<file path="config.mk">
export PLATFORM = sky130hd
export DESIGN_NAME = multicycle_control_fsm
export DESIGN_NICKNAME = d
export VERILOG_FILES = /design/src/rtl/multicycle_control_fsm.sv
export SDC_FILE = /design/constraint.sdc
export NUM_CORES = 1
export LEC_CHECK = 0
export BUFFER_PORTS_ARGS = -buffer_cell sky130_fd_sc_hd__buf_4
export CAP_MARGIN = 25
export CORE_UTILIZATION = 28
export DETAILED_ROUTE_END_ITERATION = 10
export SETUP_SLACK_MARGIN = 0.02
export SYNTH_ARGS = -nofsm -noshare
export SYNTH_HDL_FRONTEND = slang
export SYNTH_SLANG_ARGS = --single-unit
</file>
<file path="constraint.sdc">
create_clock -name clk -period 5.35 [get_ports clk]
set_input_delay 1.605 -clock clk [delete_from_list [all_inputs] [get_ports clk]]
set_output_delay 1.605 -clock clk [all_outputs]
set_load 0.03 [all_outputs]
</file>
<file path="src/rtl/multicycle_control_fsm.sv">
// Main sequencer of the multi-cycle RV32I core: steps FETCH/DECODE/EXEC/MEM/WB over a shared
// variable-latency memory port, traps on illegal opcodes or memory stalls, and counts retirements.
module multicycle_control_fsm #(
    parameter int MEM_TIMEOUT = 16,
    parameter int RET_W       = 32
) (
    input  logic             clk,
    input  logic             reset,
    input  logic [6:0]       opcode,
    input  logic [2:0]       funct3,
    input  logic [6:0]       funct7,
    input  logic [4:0]       rd,
    input  logic             mem_ready,
    input  logic             branch_taken,
    output logic             ir_write,
    output logic             pc_write,
    output logic             pc_src,
    output logic             mem_req,
    output logic             mem_we,
    output logic             addr_src,
    output logic             alu_src_b,
    output logic             imm_sel,
    output logic [1:0]       alu_op,
    output logic             reg_write,
    output logic             wb_src,
    output logic             trap,
    output logic [1:0]       trap_cause,
    output logic [2:0]       state,
    output logic [RET_W-1:0] retired
);

    typedef enum logic [2:0] {
        ST_START  = 3'd0,
        ST_FETCH  = 3'd1,
        ST_DECODE = 3'd2,
        ST_EXEC   = 3'd3,
        ST_MEM    = 3'd4,
        ST_WB     = 3'd5,
        ST_TRAP   = 3'd6
    } state_e;

    localparam logic [6:0] OP_R      = 7'b0110011;
    localparam logic [6:0] OP_I      = 7'b0010011;
    localparam logic [6:0] OP_LOAD   = 7'b0000011;
    localparam logic [6:0] OP_STORE  = 7'b0100011;
    localparam logic [6:0] OP_BRANCH = 7'b1100011;

    localparam logic [1:0] CAUSE_ILLEGAL = 2'b01;
    localparam logic [1:0] CAUSE_TIMEOUT = 2'b10;

    localparam int WD_W = (MEM_TIMEOUT > 1) ? $clog2(MEM_TIMEOUT) + 1 : 1;

    state_e            state_q, state_d;
    logic [1:0]        cause_q, cause_d;
    logic [RET_W-1:0]  retired_q, retired_d;
    logic [WD_W-1:0]   wd_q, wd_d;
    logic              retire;

    logic is_r, is_i, is_load, is_store, is_branch, illegal;
    logic mem_wait, wd_expire;

    // funct3 is consumed directly by the ALU decoder; the sequencer never needs it.
    logic unused_funct3;
    assign unused_funct3 = ^funct3;

    assign is_r      = (opcode == OP_R);
    assign is_i      = (opcode == OP_I);
    assign is_load   = (opcode == OP_LOAD);
    assign is_store  = (opcode == OP_STORE);
    assign is_branch = (opcode == OP_BRANCH);
    assign illegal   = !(is_r || is_i || is_load || is_store || is_branch)
                     || (is_r && (funct7 != 7'b0000000) && (funct7 != 7'b0100000));

    // A cycle counts toward the watchdog only while a request is outstanding and unanswered.
    assign mem_wait  = ((state_q == ST_FETCH) || (state_q == ST_MEM)) && !mem_ready;
    assign wd_expire = (MEM_TIMEOUT != 0) && mem_wait && (wd_q == WD_W'(MEM_TIMEOUT - 1));

    always_ff @(posedge clk or posedge reset) begin
        if (reset) begin
            state_q   <= ST_START;
            cause_q   <= 2'b00;
            retired_q <= '0;
            wd_q      <= '0;
        end else begin
            state_q   <= state_d;
            cause_q   <= cause_d;
            retired_q <= retired_d;
            wd_q      <= wd_d;
        end
    end

    always_comb begin
        state_d   = state_q;
        cause_d   = cause_q;
        retire    = 1'b0;
        ir_write  = 1'b0;
        pc_write  = 1'b0;
        pc_src    = 1'b0;
        mem_req   = 1'b0;
        mem_we    = 1'b0;
        addr_src  = 1'b0;
        alu_src_b = 1'b0;
        imm_sel   = 1'b0;
        alu_op    = 2'b00;
        reg_write = 1'b0;
        wb_src    = 1'b0;
        trap      = 1'b0;

        case (state_q)
            ST_START: state_d = ST_FETCH;
            ST_FETCH: begin
                mem_req = 1'b1;
                if (mem_ready) begin
                    ir_write = 1'b1;
                    state_d  = ST_DECODE;
                end else if (wd_expire) begin
                    state_d = ST_TRAP;
                    cause_d = CAUSE_TIMEOUT;
                end
            end
            ST_DECODE: begin
                if (illegal) begin
                    state_d = ST_TRAP;
                    cause_d = CAUSE_ILLEGAL;
                end else begin
                    state_d = ST_EXEC;
                end
            end
            ST_EXEC: begin
                if (is_r) begin
                    alu_op  = 2'b10;
                    state_d = ST_WB;
                end else if (is_i) begin
                    alu_src_b = 1'b1;
                    alu_op    = 2'b10;
                    state_d   = ST_WB;
                end else if (is_load || is_store) begin
                    alu_src_b = 1'b1;
                    imm_sel   = is_store;
                    state_d   = ST_MEM;
                end else begin
                    alu_op   = 2'b01;
                    pc_write = 1'b1;
                    pc_src   = branch_taken;
                    retire   = 1'b1;
                    state_d  = ST_FETCH;
                end
            end
            ST_MEM: begin
                mem_req  = 1'b1;
                addr_src = 1'b1;
                mem_we   = is_store;
                if (mem_ready) begin
                    if (is_store) begin
                        pc_write = 1'b1;
                        retire   = 1'b1;
                        state_d  = ST_FETCH;
                    end else begin
                        state_d = ST_WB;
                    end
                end else if (wd_expire) begin
                    state_d = ST_TRAP;
                    cause_d = CAUSE_TIMEOUT;
                end
            end
            ST_WB: begin
                reg_write = (rd != 5'd0);
                wb_src    = is_load;
                pc_write  = 1'b1;
                retire    = 1'b1;
                state_d   = ST_FETCH;
            end
            ST_TRAP: trap = 1'b1;
            default: state_d = ST_START;
        endcase

        retired_d = retire ? retired_q + RET_W'(1) : retired_q;
        wd_d      = (state_d != state_q) ? '0 : (mem_wait ? wd_q + WD_W'(1) : wd_q);
    end

    assign trap_cause = cause_q;
    assign state      = state_q;
    assign retired    = retired_q;

endmodule
</file>
Word level (Yosys, flattened, before mapping) --
Index checks and enable logic that the tools add are counted.
Word-level totals: output and inout bits 50, word-level logic and storage cells 89, register bits 42, input port bits 26
Operators by class: $add $sub $neg 2, eq/ne operators 17, muxes and demuxes 45, reduce and logical (&&, ||, !) cells 21
Operators with widths (count):
- adder 32 x 1 -> 32 bit, second input constant | 1
- two-way mux 1 bit | 26
- two-way mux 3 bit | 8
- case mux 3 bit (6 select lines) | 1
- equality test 7 x 6 -> 1 bit, second input constant | 2
- two-way mux 2 bit | 6
- two-way mux 5 bit | 2
- equality test 3 bit, second input constant | 3
- equality test 7 x 2 -> 1 bit, second input constant | 1
- equality test 7 x 5 -> 1 bit, second input constant | 1
- equality test 7 bit, second input constant | 1
- logical OR 1 bit | 7
- inequality test 7 x 6 -> 1 bit, second input constant | 1
- nonzero test 7 bit | 1
- equality test 3 x 2 -> 1 bit, second input constant | 2
- adder 5 x 1 -> 5 bit, second input constant | 1
- equality test 5 x 4 -> 1 bit, second input constant | 1
- nonzero test 5 bit | 1
- logical AND 1 bit | 4
- inequality test 2 bit, second input constant | 2
- case mux 2 bit (2 select lines) | 1
- AND reduction 4 bit | 1
- nonzero test 2 bit | 2
- OR reduction 2 bit | 2
- 6 further kinds | 7

Depth between registers and ports, before layout --
Gate-level depths: netlist of the first run.
depth after elaboration 11, gate-level depth with buffers 8, depth with buffers taken out 8

Least setup slack after synthesis of the first run --
OpenSTA, ideal clock, no wires.
kind input-to-output, start input opcode[2], end output mem_we, data arrival time 2.963 ns, stages 3, setup slack 0.782 ns, required time 3.745 ns, path buffers 0, cells stage by stage and4bb_2 > nand3_1 > nor4_1
Between the ends: word-level cells in the longest chain between the ends 2
RTL lines:
- start, declared | line 9 | input logic [6:0] opcode,
- equality test 7 x 6 -> 1 bit | line 69 | assign is_store = (opcode == OP_STORE);
- two-way mux 1 bit | line 109 | case (state_q)
- end, declared | line 19 | output logic mem_we,
No other way between the ends.

Worst setup path after layout of the first run --
start input opcode[2], end output pc_write
Between the ends: word-level cells in the longest chain between the ends 6, elaborated cells between the ends (all ways) 11, those cells by class eq/ne: 4; mux: 6; reduce/logical: 1
RTL lines:
- equality test 7 x 2 -> 1 bit / equality test 7 x 6 -> 1 bit (equally long branches) | line 68, 69
- logical OR 1 bit | line 137 | end else if (is_load || is_store) begin
- two-way mux 1 bit | line 137
- two-way mux 1 bit | line 133 | end else if (is_i) begin
- two-way mux 1 bit | line 130 | if (is_r) begin
- case mux 1 bit (3 select lines) (*) | line 109
- end, declared | line 16 | output logic pc_write,
Mark *: on every way between the ends. The rest lies on a longest branch, timed or not.

==> metrics.md, run 1 <==
| Metric | Value |
|---|---|
| Leakage power | `1.42 nW` |
| Post-CTS resize count | `0` |
| Synth Cell Area | `2300 sq um` |
| Antenna violations before repair | `0` |
| Max Fclk | `218 MHz` |
| Net Sw Frac | `43.3%` |
| Layout cells sized above 1 | `28.8%` |
| # clock sinks | `42` |
| Mapped Avg Cell Area | `9.66 sq um` |
| Compound-Gate Fraction of Synth Area | `8.22%` |
| Worst path depth | `6` |
| Die Wd | `92.6 microns` |
| Post-synth EDFFs | `0` |
| CP arrival | `2.99 ns` |
| Synth cell types | `45` |
| Clock skew | `0.0145 ns` |
| R2R cell count | `8` |
| Wirelength per Cell | `13.1 microns` |
| Fillers | `820` |
| Worst skew pair latency | `0.29 ns` |
| P per Cell Area | `380 nW/um^2` |
| Xor/xnor cell area share of the yosys netlist | `13.3%` |
| Ant diodes | `0` |
| Largest family of logic cells by synthesized area | `simple AND/OR/NAND/NOR gates` |
| Reg clk slew, reported paths | `0.08 ns` |
| Post-DRT Antenna Nets | `0` |
| Vias/cell | `4.77` |
| Num ports | `76` |
| CP top delay family | `compound AO/OA/AOI/OAI gates` |
| Syn_nets | `267` |
| Reg2reg end | `wd_q[4]$_DFFE_PP0P_` |
| Critical path's slowest cell | `a21oi_1` |
| 1st-iter DRT viols | `86` |
| Core ar. | `7850 sq um` |
| Nets | `340` |
| Crit Path Class | `in -> out` |
| Worst setup margin | `0.757 ns` |
| Worst setup EP type | `output port` |
| Maxcap violations | `0` |
| Synthesized flop and latch total | `42` |
| # setup viols final | `0` |
| CP bufs+invs | `3` |
| CTS Buffer Depth | `2` |
| CP Launch Type | `input pin` |
| CP max FO | `7` |
| Rel. slew slack | `28.9%` |
| Die Ht | `92.6 microns` |
| Critical Path End | `pc_write` |
| Psw | `0.000500 W` |
| TritonRoute pass-1 iters | `4` |
| Worst vdd ir | `0.237 mV` |
| Hold crit path type | `reg -> reg` |
| Sequential share of the synthesized area | `45.7%` |
| Worst path max stage delay | `0.51 ns` |
| First-pass GRT wire length | `9.20 mm` |
| CTS tree | `yes` |
| Run status | `completed` |
| CP cell instances | `buf_4 -> and4bb_2 -> a21oi_2 -> a21oi_1 -> inv_2 -> buf_4` |
| Root Driver | `clkbuf_8` |
| DP HPWL | `4.01 mm` |
| PortBufs | `71` |
| Area Overhead vs Synth | `32.0%` |
| Cts hold-fix bufs | `0` |
| Cells after synthesis | `238` |
| Global Route Usage Sum | `13.5%` |
| CTS Buf Count | `5` |
| RSZ-0062 raised after global routing | `false` |
| Initial Util | `29.3%` |
| Post-synthesis mux area share | `0.871%` |
| Maximum number of pins on one net before global-route repair | `43` |
| Final worst path period need | `4.59 ns` |
| Place WS | `0.762 ns` |
| H-Tree Level Count | `2` |
| Synth Area in Adders | `1.63%` |
| Max Slew Vio Count | `0` |
| Util after Layout | `38.7%` |
| Simple-gate portion of the synthesized area | `27.1%` |
| Combinational share of power | `42.8%` |
| DRC Markers | `0` |
| Most frequent CP cell | `buf_4` |
| GRT overflow | `0` |
| Vias in the first global route | `1873` |
| Reg-to-reg slack, setup | `2.67 ns` |
| Reg-to-Reg Start | `wd_q[0]$_DFFE_PP0P_` |
| Via count | `1974` |
| Worst slew pin tran | `1.07 ns` |
| Clock Power Share | `18.8%` |
| Sequential group share of total power | `38.4%` |
| Final Cycle Share | `85.9%` |
| Routed wire length | `5.40 mm` |
| Die ar. | `8580 sq um` |
| P_int | `0.000655 W` |
| Hold Vio Cnt, Final | `0` |
| Beginning of the critical path | `opcode[2]` |
| Global placement routability congestion | `0.791` |
| Synth Warn # | `0` |
| Ys async rst share | `100%` |
| Number of post-CTS setup repair buffers | `0` |
| Worst hold margin | `0.480 ns` |
| Critical Path RT | `3.74 ns` |
| Row cnt | `32` |
| Main synth FF type | `dfrtp_1` |
| Fin Setup TNS | `0 ns` |
## power groups by stage
stage / Combinational (W) / Sequential (W) / Clock (W)
final: 0.000494 / 0.000444 / 0.000218
after global routing: 0.000536 / 0.000457 / 0.000242
after CTS: 0.000499 / 0.000444 / 0.000228
after detailed placement: 0.000497 / 0.000449 / 0
after global placement: 0.000493 / 0.000448 / 0
after floorplan: 0.000289 / 0.000490 / 0
## worst register-to-register path: cells and delay by family (launching register included)
kind,cells,cell delay (ns)
adders and majority gates,2,0.48
AOI/OAI and AO/OA,3,0.66
and+or+nand+nor,3,1.04
DFF,1,0.42
## cells in the final DEF, fill, tap and decap left out, drive strengths merged, types with 2 or more instances in the layout
master | Yosys | layout
and3 | 4 | 4
nor2 | 26 | 26
o21ai | 3 | 3
clkbuf | 3 | 7
dfrtp | 42 | 42
xor2 | 18 | 18
nand3b | 3 | 3
mux2i | 2 | 2
nor4b | 3 | 3
inv | 11 | 12
nor3b | 3 | 3
a21oi | 8 | 8
nand2 | 20 | 20
nand2b | 5 | 5
nand3 | 8 | 8
buf | 3 | 72
a22o | 2 | 2
ha | 3 | 3
nor4 | 5 | 5
a211oi | 3 | 3
nand4 | 10 | 10
xnor2 | 17 | 17
o31ai | 2 | 2
nor3 | 18 | 18
and4 | 2 | 2
a22oi | 2 | 2
## sequential cells by signal, indices dropped and copies added, names as in the netlist
name,count
trap_cause,2
retired,32
state,3
wd_q,5
## cell type report
type	instances	area [sq um]	area share, %
multi-input cells	178	1180	38.8
clock inverters	1	8.76	0.288
inverters	12	45.0	1.48
flip-flops and latches	42	1050	34.6
well taps	102	128	4.20
repair buffers	72	541	17.8
clock buffers	7	86.3	2.84
## per-stage QoR
stage	cell area [sq um]	power, W	std cells
floorplan	2300	0.000778	238
global placement	2940	0.000941	406
detailed placement	2940	0.000947	406
CTS	3040	0.00117	414
global route	3040	0.00123	414
finish	3040	0.00116	414
## per-layer routing
metal  GRT usage, %  up-vias  part of all wire, %
met5              0        -                    0
met3           2.96        5                  4.7
met4           3.08        0                 0.85
li1               -      984                    -
met1           19.1      936                   48
met2           21.1       49                   46
## worst min-delay path by stage
stage | depth (start not counted) | slack (ns) | from | endpoint
2_1_floorplan | 2 | 0.50 | wd_q[3]$_DFFE_PP0P_ | wd_q[3]$_DFFE_PP0P_
4_1_cts | 1 | 0.48 | retired[31]$_DFFE_PP0P_ | retired[31]$_DFFE_PP0P_
3_5_place_dp | 1 | 0.46 | retired[31]$_DFFE_PP0P_ | retired[31]$_DFFE_PP0P_
6_report | 1 | 0.48 | retired[31]$_DFFE_PP0P_ | retired[31]$_DFFE_PP0P_
3_3_place_gp | 1 | 0.46 | retired[31]$_DFFE_PP0P_ | retired[31]$_DFFE_PP0P_
5_1_grt | 1 | 0.51 | retired[31]$_DFFE_PP0P_ | retired[31]$_DFFE_PP0P_
## Yosys cell counts, drive strengths merged (2+ instances only)
master / number / share of area (%)
a22oi: 2 / 0.65
nor4b: 3 / 1.1
and4: 2 / 0.76
mux2i: 2 / 0.87
buf: 3 / 0.65
o31ai: 2 / 0.87
nor3b: 3 / 0.98
xnor2: 17 / 6.5
a21oi: 8 / 1.9
nand2: 20 / 3.3
nand4: 10 / 2.7
nor3: 18 / 4.6
and3: 4 / 1.1
dfrtp: 42 / 46
ha: 3 / 1.6
nand3b: 3 / 0.98
inv: 11 / 1.8
nor4: 5 / 1.4
xor2: 18 / 6.9
o21ai: 3 / 0.65
nand2b: 5 / 1.4
clkbuf: 3 / 0.49
nor2: 26 / 4.2
a211oi: 3 / 1.2
nand3: 8 / 1.7
a22o: 2 / 0.82
## logic make-up (layout without fill, tap and decap cells)
family	count (synthesis)	count (layout)
adders and majority gates	3	3
and+or+nand+nor	113	113
AOI/OAI and AO/OA	25	25
muxes	2	2
buffers and inverters	18	92
DFF	42	42
xor gates and xnor gates	35	35
No activity file was read; power rests on OpenSTA's default activity.
==> run 2: changes to the inputs <==
clock period = 5.05 ns   (was 5.35 ns; I/O delays follow)
==> metrics.md, run 2 (synthesized netlist as in run 1, its figures left out) <==
| Metric | Value |
|---|---|
| H-Tree Level Count | `2 (unchanged)` |
| Place WS | `0.733 ns (was 0.762 ns)` |
| First-pass GRT wire length | `9.07 mm (was 9.20 mm)` |
| Vias in the first global route | `1847 (was 1873)` |
| Ant diodes | `0 (unchanged)` |
| Nets | `341 (was 340)` |
| R2R cell count | `8 (unchanged)` |
| Routed wire length | `5.38 mm (was 5.40 mm)` |
| Die Wd | `92.6 microns (unchanged)` |
| Hold crit path type | `reg -> reg (unchanged)` |
| Fin Setup TNS | `0 ns (unchanged)` |
| Hold Path End | `retired[31]$_DFFE_PP0P_ (unchanged)` |
| Area Overhead vs Synth | `32.0% (unchanged)` |
| Antenna violations before repair | `0 (unchanged)` |
| Cts hold-fix bufs | `0 (unchanged)` |
| Rel. slew slack | `29.4% (was 28.9%)` |
| Placed Cells | `407 (was 406)` |
| Fin cells | `415 (was 414)` |
| Reg clk slew, reported paths | `0.08 ns (about the same)` |
| Post-DRT Antenna Nets | `0 (unchanged)` |
| # setup viols final | `0 (unchanged)` |
| Worst setup margin | `0.722 ns (was 0.757 ns)` |
| Global placement routability congestion | `0.778 (was 0.791)` |
| Worst path max stage delay | `0.39 ns (was 0.51 ns)` |
| Run status | `completed (unchanged)` |
| Most frequent cells in the layout | `73 x buf_4, 42 x dfrtp_1, 26 x nor2_1, 20 x nand2_1, 18 x xor2_1 (was 72 x buf_4, 42 x dfrtp_1, 26 x nor2_1, 20 x nand2_1, 18 x xor2_1)` |
| Worst slew pin tran | `1.06 ns (was 1.07 ns)` |
| Worst Hold Depth | `1 (unchanged)` |
| Reg-to-reg slack, setup | `2.38 ns (was 2.67 ns)` |
| Row cnt | `32 (unchanged)` |
| CP max FO | `7 (unchanged)` |
| Hold_sp | `retired[31]$_DFFE_PP0P_ (unchanged)` |
| Post-CTS resize count | `0 (unchanged)` |
| Maximum number of pins on one net before global-route repair | `43 (unchanged)` |
| Number of post-CTS setup repair buffers | `0 (unchanged)` |
| RSZ-0062 raised after global routing | `false (unchanged)` |
| Hold Vio Cnt, Final | `0 (unchanged)` |
| Worst vdd ir | `0.241 mV (was 0.237 mV)` |
| Max Fclk | `231 MHz` |
| Layout cells sized above 1 | `29.4% (was 28.8%)` |
| Clock skew | `0.0152 ns (was 0.0145 ns)` |
| 1st-iter DRT viols | `92 (was 86)` |
| P per Cell Area | `401 nW/um^2 (was 380 nW/um^2)` |
| CTS Buf Count | `5 (unchanged)` |
| Initial Util | `29.3% (unchanged)` |
| Worst setup EP type | `output port (unchanged)` |
| Fillers | `821 (was 820)` |
| Largest register FFs | `32 (unchanged)` |
| Critical Path RT | `3.54 ns (was 3.74 ns)` |
| Vias/cell | `4.80 (was 4.77)` |
| CTS Buffer Depth | `2 (unchanged)` |
| DRC Markers | `0 (unchanged)` |
| GRT overflow | `0 (unchanged)` |
| Worst skew pair latency | `0.29 ns (about the same)` |
| Die ar. | `8580 sq um (unchanged)` |
| Maxcap violations | `0 (unchanged)` |
| Commonest non-fill, non-tap cell in the layout | `buf_4 (unchanged)` |
| Crit Path Class | `in -> out (unchanged)` |
| Critical path's slowest cell | `o31ai_2 (was a21oi_1)` |
| Max Slew Vio Count | `0 (unchanged)` |
| Num ports | `76 (unchanged)` |
| Reg2reg end | `wd_q[4]$_DFFE_PP0P_ (unchanged)` |
| Most frequent CP cell | `buf_4 (unchanged)` |
| # clock sinks | `42 (unchanged)` |
| Final worst path period need | `4.33 ns` |
| CTS tree | `yes (unchanged)` |
| Core ar. | `7850 sq um (unchanged)` |
| CP top delay family | `buffers and inverters (was compound AO/OA/AOI/OAI gates)` |
| CP cell instances | `buf_4 -> nand4bb_4 -> o31ai_2 -> a21oi_1 -> buf_4 -> inv_2 -> buf_4 (was buf_4 -> and4bb_2 -> a21oi_2 -> a21oi_1 -> inv_2 -> buf_4)` |
| Final Cycle Share | `85.7%` |
| Die Ht | `92.6 microns (unchanged)` |
| Root Driver | `clkbuf_8 (unchanged)` |
| Global Route Usage Sum | `13.1% (was 13.5%)` |
| PortBufs | `71 (unchanged)` |
| Reg-to-Reg Start | `wd_q[0]$_DFFE_PP0P_ (unchanged)` |
| CP bufs+invs | `4 (was 3)` |
| Leakage power | `1.43 nW (was 1.42 nW)` |
| DP HPWL | `4.00 mm (was 4.01 mm)` |
| Wirelength per Cell | `13.0 microns (was 13.1 microns)` |
| TritonRoute pass-1 iters | `6 (was 4)` |
| Via count | `1993 (was 1974)` |
| CP arrival | `2.81 ns (was 2.99 ns)` |
| CP Launch Type | `input pin (unchanged)` |
[run 2: cell count changes in the layout (fill, tap and decap cells not counted), sizes merged]
cell / previous run / this run
buf: 72 / 73
clkbuf: 7 / 5
clkinv: 1 / 3
[run 2: report_power, final]
group / leakage [nW] / total (W) / switching, W / internal (W)
combinational: 0.829 / 0.000530 / 0.000326 / 0.000205
sequential: 0.550 / 0.000469 / 0.0000852 / 0.000384
clock: 0.0483 / 0.000218 / 0.000120 / 0.0000974
[run 2: final cells by class]
type,instances,area (sq um),share of cell area [%]
multi-input cells,178,1180,38.8
clock buffers,5,68.8,2.27
well taps,102,128,4.20
repair buffers,73,548,18.0
inverters,12,45.0,1.48
flip-flops and latches,42,1050,34.6
clock inverters,3,18.8,0.618
[run 2: worst register-to-register path, stage by stage, from the launching register on]
cell      delay [ns]
dfrtp_1         0.41
ha_1            0.21
and3_1          0.18
ha_1            0.25
or4_1           0.54
o221a_1         0.25
nor4_1          0.32
o221ai_2        0.21
a211oi_2        0.22
[run 2: worst max path at each step]
stage / from / end / slack [ns] / depth (start not counted)
after global placement: opcode[2] / pc_write / 0.75 / 7
after floorplan: opcode[2] / mem_we / 0.66 / 3
final: opcode[2] / pc_write / 0.72 / 7
after CTS: opcode[2] / pc_write / 0.72 / 7
after detailed placement: opcode[2] / pc_write / 0.73 / 7
after global routing: opcode[2] / pc_write / 0.64 / 7
[run 2: layer usage]
layer | share of wire (%) | global-route usage (%) | vias to the layer above
met2 | 45 | 20.1 | 42
met4 | 0.91 | 3.46 | 0
li1 | - | - | 984
met1 | 50 | 18.6 | 962
met5 | 0 | 0 | -
met3 | 4.2 | 2.87 | 5
[run 2: through the flow]
step           total power (W)  util, %  hold WS, ns  cell area (sq um)
4_1_cts                0.00123     38.7        0.486               3040
5_1_grt                0.00130     38.7        0.497               3040
3_5_place_dp           0.00101     37.6        0.460               2950
2_1_floorplan         0.000825        -        0.497               2300
6_report               0.00122     38.7        0.484               3040
3_3_place_gp           0.00101     37.6        0.465               2950
==> run 3: changes to the inputs <==
PLACE_DENSITY_LB_ADDON = 0.1   (was unset)
==> metrics.md, run 3 (synthesized netlist as in run 1, its figures left out) <==
| Metric | Value |
|---|---|
| Reg-to-Reg Start | `wd_q[0]$_DFFE_PP0P_ (unchanged)` |
| Worst setup EP type | `output port (unchanged)` |
| H-Tree Level Count | `2 (unchanged)` |
| Core ar. | `7850 sq um (unchanged)` |
| Crit Path Class | `in -> out (unchanged)` |
| GRT overflow | `0 (unchanged)` |
| Worst skew pair latency | `0.30 ns (was 0.29 ns)` |
| Reg-to-reg slack, setup | `2.32 ns (was 2.38 ns)` |
| Vias/cell | `4.82 (was 4.80)` |
| Die Wd | `92.6 microns (unchanged)` |
| Vias in the first global route | `1956 (was 1847)` |
| First-pass GRT wire length | `9.74 mm (was 9.07 mm)` |
| P per Cell Area | `418 nW/um^2 (was 401 nW/um^2)` |
| Wire length on met1 | `2.84 mm (was 2.69 mm)` |
| RSZ-0062 raised after global routing | `false (unchanged)` |
| Layout cells sized above 1 | `28.8% (was 29.4%)` |
| Clock skew | `0.0129 ns (was 0.0152 ns)` |
| Maximum number of pins on one net before global-route repair | `43 (unchanged)` |
| Nets | `341 (unchanged)` |
| Ant diodes | `0 (unchanged)` |
| Post-DRT Antenna Nets | `0 (unchanged)` |
| Reg2reg end | `wd_q[4]$_DFFE_PP0P_ (unchanged)` |
| Final Cycle Share | `83.9% (was 85.7%)` |
| Hold Vio Cnt, Final | `0 (unchanged)` |
| Via count | `2000 (was 1993)` |
| Critical Path End | `pc_write (unchanged)` |
| Cts hold-fix bufs | `0 (unchanged)` |
| Row cnt | `32 (unchanged)` |
| Final worst path period need | `4.24 ns (was 4.33 ns)` |
| 1st-iter DRT viols | `104 (was 92)` |
| CTS Buf Count | `5 (unchanged)` |
| CP Launch Type | `input pin (unchanged)` |
| Post-CTS resize count | `0 (unchanged)` |
| Initial Util | `29.3% (unchanged)` |
| Met3 Wirelength | `219 microns (was 227 microns)` |
| Hold crit path type | `reg -> reg (unchanged)` |
| Global Route Usage Sum | `14.5% (was 13.1%)` |
| Wirelength per Cell | `13.9 microns (was 13.0 microns)` |
| Fillers | `824 (was 821)` |
| Leakage power | `1.43 nW (about the same)` |
| R2R cell count | `8 (unchanged)` |
| Max Slew Vio Count | `0 (unchanged)` |
| Worst slew pin tran | `1.14 ns (was 1.06 ns)` |
| TritonRoute pass-1 iters | `7 (was 6)` |
| Post-DP Area | `2950 sq um (unchanged)` |
| Combinational share of power | `41.9% (was 43.6%)` |
| Global placement routability congestion | `0.810 (was 0.778)` |
| Number of post-CTS setup repair buffers | `0 (unchanged)` |
| Fin Setup TNS | `0 ns (unchanged)` |
| Commonest non-fill, non-tap cell in the layout | `buf_4 (unchanged)` |
| Worst vdd ir | `0.200 mV (was 0.241 mV)` |
| Routed wire length | `5.78 mm (was 5.38 mm)` |
| Beginning of the critical path | `opcode[2] (unchanged)` |
| Clock Power Share | `21.1% (was 17.9%)` |
| Largest register FFs | `32 (unchanged)` |
| Num ports | `76 (unchanged)` |
| DP HPWL | `4.15 mm (was 4.00 mm)` |
| Metal2 WL | `2.68 mm (was 2.41 mm)` |
| CP max FO | `7 (unchanged)` |
| # setup viols final | `0 (unchanged)` |
| Most frequent cells in the layout | `73 x buf_4, 42 x dfrtp_1, 26 x nor2_1, 20 x nand2_1, 18 x xor2_1 (unchanged)` |
| Psw | `0.000542 W (was 0.000532 W)` |
| Max layer used | `met4 (unchanged)` |
| PortBufs | `71 (unchanged)` |
| Die ar. | `8580 sq um (unchanged)` |
| CTS tree | `yes (unchanged)` |
| CP arrival | `2.72 ns (was 2.81 ns)` |
| P_int | `0.000736 W (was 0.000686 W)` |
| Rel. slew slack | `23.9% (was 29.4%)` |
| Die Ht | `92.6 microns (unchanged)` |
| Sequential group share of total power | `37.0% (was 38.5%)` |
| Max Fclk | `236 MHz (was 231 MHz)` |
| Root Driver | `clkbuf_8 (unchanged)` |
| # clock sinks | `42 (unchanged)` |
| Net Sw Frac | `42.4% (was 43.7%)` |
| Reg clk slew, reported paths | `0.08 ns (about the same)` |
| Post-route cell area | `3060 sq um (was 3040 sq um)` |
| Antenna violations before repair | `0 (unchanged)` |
| Run status | `completed (unchanged)` |
| Critical Path RT | `3.54 ns (about the same)` |
| DRC Markers | `0 (unchanged)` |
| CTS Buffer Depth | `2 (unchanged)` |
| Area Overhead vs Synth | `32.9% (was 32.0%)` |
| Maxcap violations | `0 (unchanged)` |
## run 3: cell count changes in the layout (fill, tap and decap cells not counted)
cell / change
bufinv_16: +1
inv_6: -1
clkinv_2: -2
clkbuf_1: +2
## run 3: worst max-delay path, cell delays in order
cell and delay, ns:
buf_4 0.11, nand4bb_4 0.26, o31ai_2 0.39, a21oi_1 0.17, inv_2 0.11, buf_4 0.16
## run 3: area by class of cell
type | count | area [sq um] | area share, %
Multi-Input combinational cell | 178 | 1180 | 38.5
Timing Repair Buffer | 73 | 548 | 17.9
Tap cell | 102 | 128 | 4.18
Sequential cell | 42 | 1050 | 34.4
Clock inverter | 1 | 30.0 | 0.983
Inverter | 12 | 45.0 | 1.47
Clock buffer | 7 | 76.3 | 2.50
## run 3: metrics by stage
stage	power, W	std cells	util, %	hold WS [ns]	setup WS (ns)
after floorplan	0.000825	238	-	0.497	0.662
after global placement	0.00102	407	37.6	0.474	0.810
after detailed placement	0.00102	407	37.6	0.462	0.790
after CTS	0.00129	415	38.9	0.478	0.783
after global routing	0.00137	415	38.9	0.515	0.699
final	0.00128	415	38.9	0.470	0.812
## run 3: layer usage
metal  track usage [%]  vias up
li1                  -      986
met1              20.2      965
met2              23.0       44
met3              3.78        5
met4              2.69        0
met5                 0        -
## run 3: power by group through the flow
| stage | Combinational [W] | Clock, W | Sequential, W |
|---|---|---|---|
| detailed placement | 0.000542 | 0 | 0.000479 |
| global route | 0.000584 | 0.000295 | 0.000486 |
| CTS | 0.000543 | 0.000277 | 0.000473 |
| finish | 0.000536 | 0.000269 | 0.000473 |
| global placement | 0.000538 | 0 | 0.000480 |
| floorplan | 0.000306 | 0 | 0.000519 |
## run 3: worst min-delay path by stage
stage	depth (start not counted)	startpoint	slack (ns)	to
finish	1	retired[31]$_DFFE_PP0P_	0.47	retired[31]$_DFFE_PP0P_
global route	1	retired[31]$_DFFE_PP0P_	0.52	retired[31]$_DFFE_PP0P_
CTS	1	retired[31]$_DFFE_PP0P_	0.48	retired[31]$_DFFE_PP0P_
detailed placement	1	retired[31]$_DFFE_PP0P_	0.46	retired[31]$_DFFE_PP0P_
global placement	1	retired[31]$_DFFE_PP0P_	0.47	retired[31]$_DFFE_PP0P_
floorplan	2	wd_q[3]$_DFFE_PP0P_	0.50	wd_q[3]$_DFFE_PP0P_
